==> config.mk <==
export PLATFORM = sky130hd
export DESIGN_NAME = ebm_sched
export DESIGN_NICKNAME = d
export VERILOG_FILES = /design/src/rtl/ebm_sched.sv
export SDC_FILE = /design/constraint.sdc
export NUM_CORES = 1
export LEC_CHECK = 0
export BUFFER_PORTS_ARGS = -buffer_cell sky130_fd_sc_hd__buf_2
export CAP_MARGIN = 10
export CORE_ASPECT_RATIO = 1.2
export CORE_MARGIN = 10
export CORE_UTILIZATION = 33
export CTS_BUF_LIST = sky130_fd_sc_hd__clkbuf_2
export DETAILED_ROUTE_END_ITERATION = 8
export SLEW_MARGIN = 20
export SYNTH_ARGS = -nofsm -noshare
export SYNTH_HDL_FRONTEND = slang
export SYNTH_SLANG_ARGS = --single-unit
==> constraint.sdc <==
create_clock -name clk -period 4.2 [get_ports clk]
set_clock_uncertainty 0.15 [all_clocks]
set_input_delay 0.84 -clock clk [delete_from_list [all_inputs] [get_ports clk]]
set_output_delay 0.84 -clock clk [all_outputs]
set_load 0.01 [all_outputs]
==> src/rtl/ebm_sched.sv <==
// ebm_sched: egress dequeue scheduler for four requesters.
// Picks one pending requester (strict priority for requester 0 when enabled,
// otherwise round-robin), issues a one-cycle grant plus metadata write toward
// the egress buffer manager, then waits for packet completion or aborts the
// grant after TIMEOUT_CYC cycles.
//
// Ports:
//   clk, rst            clock; asynchronous active-high reset
//   in_sched_req[3:0]   pending-metadata level per requester
//   in_sched_md[47:0]   12-bit metadata per requester (requester i at [12i+11:12i])
//   in_sched_sp_en      strict priority for requester 0
//   in_sched_done       packet-complete pulse from the egress buffer manager
//   out_sched_gnt       one-hot dequeue pulse to the granted requester
//   out_sched_md        selected metadata, held between grants
//   out_sched_md_wr     one-cycle strobe for out_sched_md
//   out_sched_busy      grant outstanding
//   out_sched_timeout   one-cycle pulse when a grant is aborted
//   out_sched_err_cnt   saturating count of aborted grants
module ebm_sched #(
  parameter logic [15:0] TIMEOUT_CYC = 16'd1024
) (
  input  logic        clk,
  input  logic        rst,
  input  logic [3:0]  in_sched_req,
  input  logic [47:0] in_sched_md,
  input  logic        in_sched_sp_en,
  input  logic        in_sched_done,
  output logic [3:0]  out_sched_gnt,
  output logic [11:0] out_sched_md,
  output logic        out_sched_md_wr,
  output logic        out_sched_busy,
  output logic        out_sched_timeout,
  output logic [7:0]  out_sched_err_cnt
);

  localparam int unsigned N_REQ = 4;
  localparam int unsigned MD_W  = 12;
  localparam int unsigned PTR_W = 2;
  localparam int unsigned CNT_W = 16;
  localparam int unsigned ERR_W = 8;

  typedef enum logic [1:0] {
    IDLE  = 2'd0,
    ISSUE = 2'd1,
    WAIT  = 2'd2
  } state_e;

  state_e             state_q, state_d;
  logic [PTR_W-1:0]   ptr_q, ptr_d;
  logic [CNT_W-1:0]   cnt_q, cnt_d;
  logic [N_REQ-1:0]   gnt_q, gnt_d;
  logic [MD_W-1:0]    md_q, md_d;
  logic               md_wr_q, md_wr_d;
  logic               busy_q, busy_d;
  logic               timeout_q, timeout_d;
  logic [ERR_W-1:0]   err_q, err_d;

  logic               sel_found_c;
  logic               sel_sp_c;
  logic [PTR_W-1:0]   sel_idx_c;
  logic [PTR_W-1:0]   rr_idx_c;
  logic [MD_W-1:0]    sel_md_c;

  // Requester selection: strict priority for requester 0, else first set bit
  // at or above the pointer, wrapping 3 -> 0 through the 2-bit add.
  always_comb begin
    sel_found_c = 1'b0;
    sel_sp_c    = 1'b0;
    sel_idx_c   = ptr_q;
    rr_idx_c    = ptr_q;
    if (in_sched_sp_en && in_sched_req[0]) begin
      sel_found_c = 1'b1;
      sel_sp_c    = 1'b1;
      sel_idx_c   = '0;
    end else begin
      for (int unsigned k = 0; k < N_REQ; k++) begin
        rr_idx_c = ptr_q + PTR_W'(k);
        if (!sel_found_c && in_sched_req[rr_idx_c]) begin
          sel_found_c = 1'b1;
          sel_idx_c   = rr_idx_c;
        end
      end
    end
  end

  // Metadata slice of the selected requester.
  always_comb begin
    sel_md_c = in_sched_md[0 +: MD_W];
    case (sel_idx_c)
      2'd1:    sel_md_c = in_sched_md[MD_W*1 +: MD_W];
      2'd2:    sel_md_c = in_sched_md[MD_W*2 +: MD_W];
      2'd3:    sel_md_c = in_sched_md[MD_W*3 +: MD_W];
      default: sel_md_c = in_sched_md[0 +: MD_W];
    endcase
  end

  // Next-state and next-output logic; outputs are the registered values.
  always_comb begin
    state_d   = state_q;
    ptr_d     = ptr_q;
    cnt_d     = cnt_q;
    gnt_d     = '0;
    md_d      = md_q;
    md_wr_d   = 1'b0;
    busy_d    = busy_q;
    timeout_d = 1'b0;
    err_d     = err_q;
    case (state_q)
      IDLE: begin
        if (sel_found_c) begin
          state_d = ISSUE;
          md_d    = sel_md_c;
          gnt_d   = 4'b0001 << sel_idx_c;
          md_wr_d = 1'b1;
          busy_d  = 1'b1;
          // Strict-priority wins leave the round-robin position untouched.
          if (!sel_sp_c) begin
            ptr_d = sel_idx_c + PTR_W'(1);
          end
        end
      end
      ISSUE: begin
        state_d = WAIT;
        cnt_d   = '0;
      end
      WAIT: begin
        cnt_d = cnt_q + CNT_W'(1);
        // Completion takes precedence over a same-cycle timeout.
        if (in_sched_done) begin
          state_d = IDLE;
          busy_d  = 1'b0;
        end else if (cnt_q == TIMEOUT_CYC - 16'd1) begin
          state_d   = IDLE;
          busy_d    = 1'b0;
          timeout_d = 1'b1;
          if (err_q != 8'hFF) begin
            err_d = err_q + ERR_W'(1);
          end
        end
      end
      default: begin
        state_d = IDLE;
        busy_d  = 1'b0;
      end
    endcase
  end

  // State and output registers.
  always_ff @(posedge clk or posedge rst) begin
    if (rst) begin
      state_q   <= IDLE;
      ptr_q     <= '0;
      cnt_q     <= '0;
      gnt_q     <= '0;
      md_q      <= '0;
      md_wr_q   <= 1'b0;
      busy_q    <= 1'b0;
      timeout_q <= 1'b0;
      err_q     <= '0;
    end else begin
      state_q   <= state_d;
      ptr_q     <= ptr_d;
      cnt_q     <= cnt_d;
      gnt_q     <= gnt_d;
      md_q      <= md_d;
      md_wr_q   <= md_wr_d;
      busy_q    <= busy_d;
      timeout_q <= timeout_d;
      err_q     <= err_d;
    end
  end

  assign out_sched_gnt     = gnt_q;
  assign out_sched_md      = md_q;
  assign out_sched_md_wr   = md_wr_q;
  assign out_sched_busy    = busy_q;
  assign out_sched_timeout = timeout_q;
  assign out_sched_err_cnt = err_q;

endmodule

==> results.py <==
metrics = {
    "status": {
        "status": "completed",
    },
    "detailed_routing": {
        "routed_wl_um": 5950,
        "antenna_left": 0,
        "vias_per_cell": 5.00,
        "drtIter0Drc": 75,
        "drc": 0,
        "firstDrtPassIters": 7,
        "post_drt_wl_per_cell_um": 14.0,
        "vias": 2132,
    },
    "yosys": {
        "synth.distinct_cells": 39,
        "synth_nets": 321,
        "ys_seq_elements": 47,
        "async_flop_share_pct": 100,
        "yosys-top-cells-area": "dfrtp_1 47%, ha_1 5.1%, nor2_1 5.0%",
        "synth_top_area_share_pct": 47.5,
        "yosysWarnings": 0,
        "post-synth-top-count-cell": "dfrtp_1",
        "postSynthAreaPerCell_um2": 9.72,
        "synth_edf_count": 0,
        "syn_inst": 255,
        "syn_area_mm2": 0.00248,
        "yosysSeqAreaShare_pct": 47.5,
        "synth_top_area_cell": "dfrtp_1",
        "synth_common_cells": "47 x dfrtp_1, 33 x nor2_1, 25 x nand2_1, 20 x o21ai_0, 15 x a21oi_1",
        "synth_ff_type": "dfrtp_1",
    },
    "cts": {
        "holdBufCountCts": 0,
        "cts_tree": "built",
        "clockRootBuffer": "clkbuf_2",
        "clockBufferDepth": 2,
        "cts.repair.resized": 0,
        "cts_buffers": 5,
        "insertion_delay_ns": 0.42,
        "cts_sinks": 47,
        "clkTransAtPathRegs_ns": 0.26,
        "cts_setup_buffers": 0,
        "cts-htree-levels": 2,
    },
    "floorplan": {
        "dieArea_mm2": 0.0114,
        "rows": 34,
        "fp.coreArea_mm2": 0.00727,
        "die_h_um": 115,
        "start_util_pct": 34.1,
        "dieWidth_um": 99.1,
        "num_io_pins": 83,
    },
    "power_and_ir_drop": {
        "sw_frac_of_total_pct": 41.6,
        "seq_power_share_pct": 42.3,
        "irDropWorstVdd_uv": 204,
        "p_int_uw": 830,
        "p_switching_uw": 591,
        "p_clk_share_pct": 14.1,
        "leakagePower_uw": 0.00151,
        "comb_power_share_pct": 43.6,
        "power.density_mw_per_mm2": 471,
    },
    "worst_hold_path": {
        "hp-class": "in -> async",
    },
    "timing": {
        "finalHoldViolCount": 0,
        "setup_violations": 0,
        "setup_tns_ns": 0,
        "layout_min_cycle_time_ns": 2.76,
        "slew_headroom_pct": 46.0,
        "rsz0062_at_grt": "no",
        "slew_viol_final": 0,
        "fin_crit_sh_pct": 65.8,
        "fmax_mhz": 362,
        "worst_pin_slew_ns": 0.809,
    },
    "global_route": {
        "grt_first_pass_wirelength_um": 10300,
        "grt_overflow": 0,
        "grt_pass1_vias": 2232,
        "grt_use_total_pct": 10.8,
        "antenna_found_initial": 0,
        "grt_max_degree": 48,
    },
    "final_layout": {
        "syn_to_final_growth_pct": 21.6,
        "drive_gt1_share_pct": 31.0,
        "nets": 401,
        "diodes": 0,
        "post-route-util_pct": 41.4,
        "final_cell_area_mm2": 0.00301,
    },
    "placed_design": {
        "dpl_cell_area_mm2": 0.00296,
        "detailed_place_hpwl_um": 4710,
        "gp_congestion": 0.831,
        "io_buffers": 82,
    },
    "setup_path": {
        "path_max_fanout": 13,
        "start_kind": "input port",
        "endpoint_kind": "flop",
        "cp_data_required_time_ns": 4.37,
        "path_class": "in -> reg",
        "arrival_ns": 2.93,
    },
    "flow_run": {
        "max_cap_violations": 0,
    },
}
[layout by cell type (no fill, tap or decap), drive strengths merged, types with 3 or more instances in the layout]
cell type	n
inv	10
nand4	10
o21ai	20
clkbuf	5
xor2	11
dfrtp	47
and3	4
and4	3
nand3	9
nand2	25
nor2b	4
nor2	33
ha	10
buf	83
a21oi	15
xnor2	7
a222oi	12
and2	5
[per-stage QoR]
| stage | hold WS, ns | std cells | total power, µW | setup slack, ns |
|---|---|---|---|---|
| after floorplan | 0.317 | 255 | 1050 | 1.35 |
| after CTS | 0.367 | 426 | 1450 | 1.49 |
| final | 0.342 | 426 | 1420 | 1.44 |
| after global placement | 0.309 | 418 | 1240 | 0.990 |
| after detailed placement | 0.315 | 418 | 1240 | 0.995 |
| after global routing | 0.336 | 426 | 1570 | 1.08 |
[area by class of cell]
type / instances / area [µm²]
Fill cell: 734 / 4260
Multi-Input combinational cell: 189 / 1220
Sequential cell: 47 / 1180
Timing Repair Buffer: 83 / 418
Tap cell: 90 / 113
Inverter: 9 / 35.0
Clock buffer: 5 / 25.0
Clock inverter: 3 / 22.5
[state kept, by name, indices dropped and copies added, names as in the netlist]
| signal | flops |
|---|---|
| out_sched_timeout | 1 |
| cnt_q | 16 |
| out_sched_gnt | 4 |
| state_q | 2 |
| out_sched_err_cnt | 8 |
| out_sched_md | 12 |
| ptr_q | 2 |
| out_sched_busy | 1 |
| out_sched_md_wr | 1 |
[critical path: stages]
cell and delay (ns):
buf_2 0.12, nor2b_1 0.19, o21ai_0 0.09, a211oi_1 0.45
inv_1 0.15, ha_1 0.38, a222oi_1 0.42, nor2_1 0.07
a21oi_1 0.13, o21ai_0 0.08
[power by group through the flow]
| stage | Sequential (µW) | Clock [µW] | Combinational (µW) |
|---|---|---|---|
| CTS | 603 | 211 | 633 |
| global placement | 609 | 0 | 632 |
| global route | 617 | 235 | 720 |
| finish | 601 | 200 | 619 |
| detailed placement | 610 | 0 | 634 |
| floorplan | 639 | 0 | 412 |
[routing by layer]
metal  GRT usage [%]  routed length [µm]  part of all wire (%)  vias to the layer above
li1                -                   -                     -                     1069
met1            12.1                2460                    41                      977
met2            17.3                2760                    46                       80
met3            5.88                 656                    11                        6
met4            2.87                  69                   1.2                        0
met5               0                   0                     0                        -
[cells by family (layout without fill, tap and decap cells)]
| group | count (synthesis) | count (layout) | synth area share [%] |
|---|---|---|---|
| adder cells (fa/ha/maj) | 10 | 10 | 5.05 |
| multiplexers | 3 | 3 | 1.31 |
| XOR/XNOR | 18 | 18 | 6.36 |
| AO/OA/AOI/OAI | 56 | 56 | 14.9 |
| buffers and inverters | 19 | 100 | 3.13 |
| flip-flops | 47 | 47 | 47.5 |
| AND/OR/NAND/NOR | 102 | 102 | 21.7 |
[worst paths after layout]
check | endpoint | slack [ns] | startpoint | cells after the start
setup reg to reg | out_sched_md[6] | 1.47 | ptr_q[1] | 9
hold / removal | out_sched_gnt[0] | 0.34 | rst | 2
min in group clk | out_sched_md[3] | 0.36 | out_sched_md[3] | 2
max in group asynchronous | out_sched_md[5] | 3.08 | rst | 2
hold reg to reg | out_sched_md[3] | 0.36 | out_sched_md[3] | 2
setup / recovery | out_sched_md[6] | 1.44 | in_sched_req[1] | 10
Note: power is estimated with default switching activity, not from simulation.
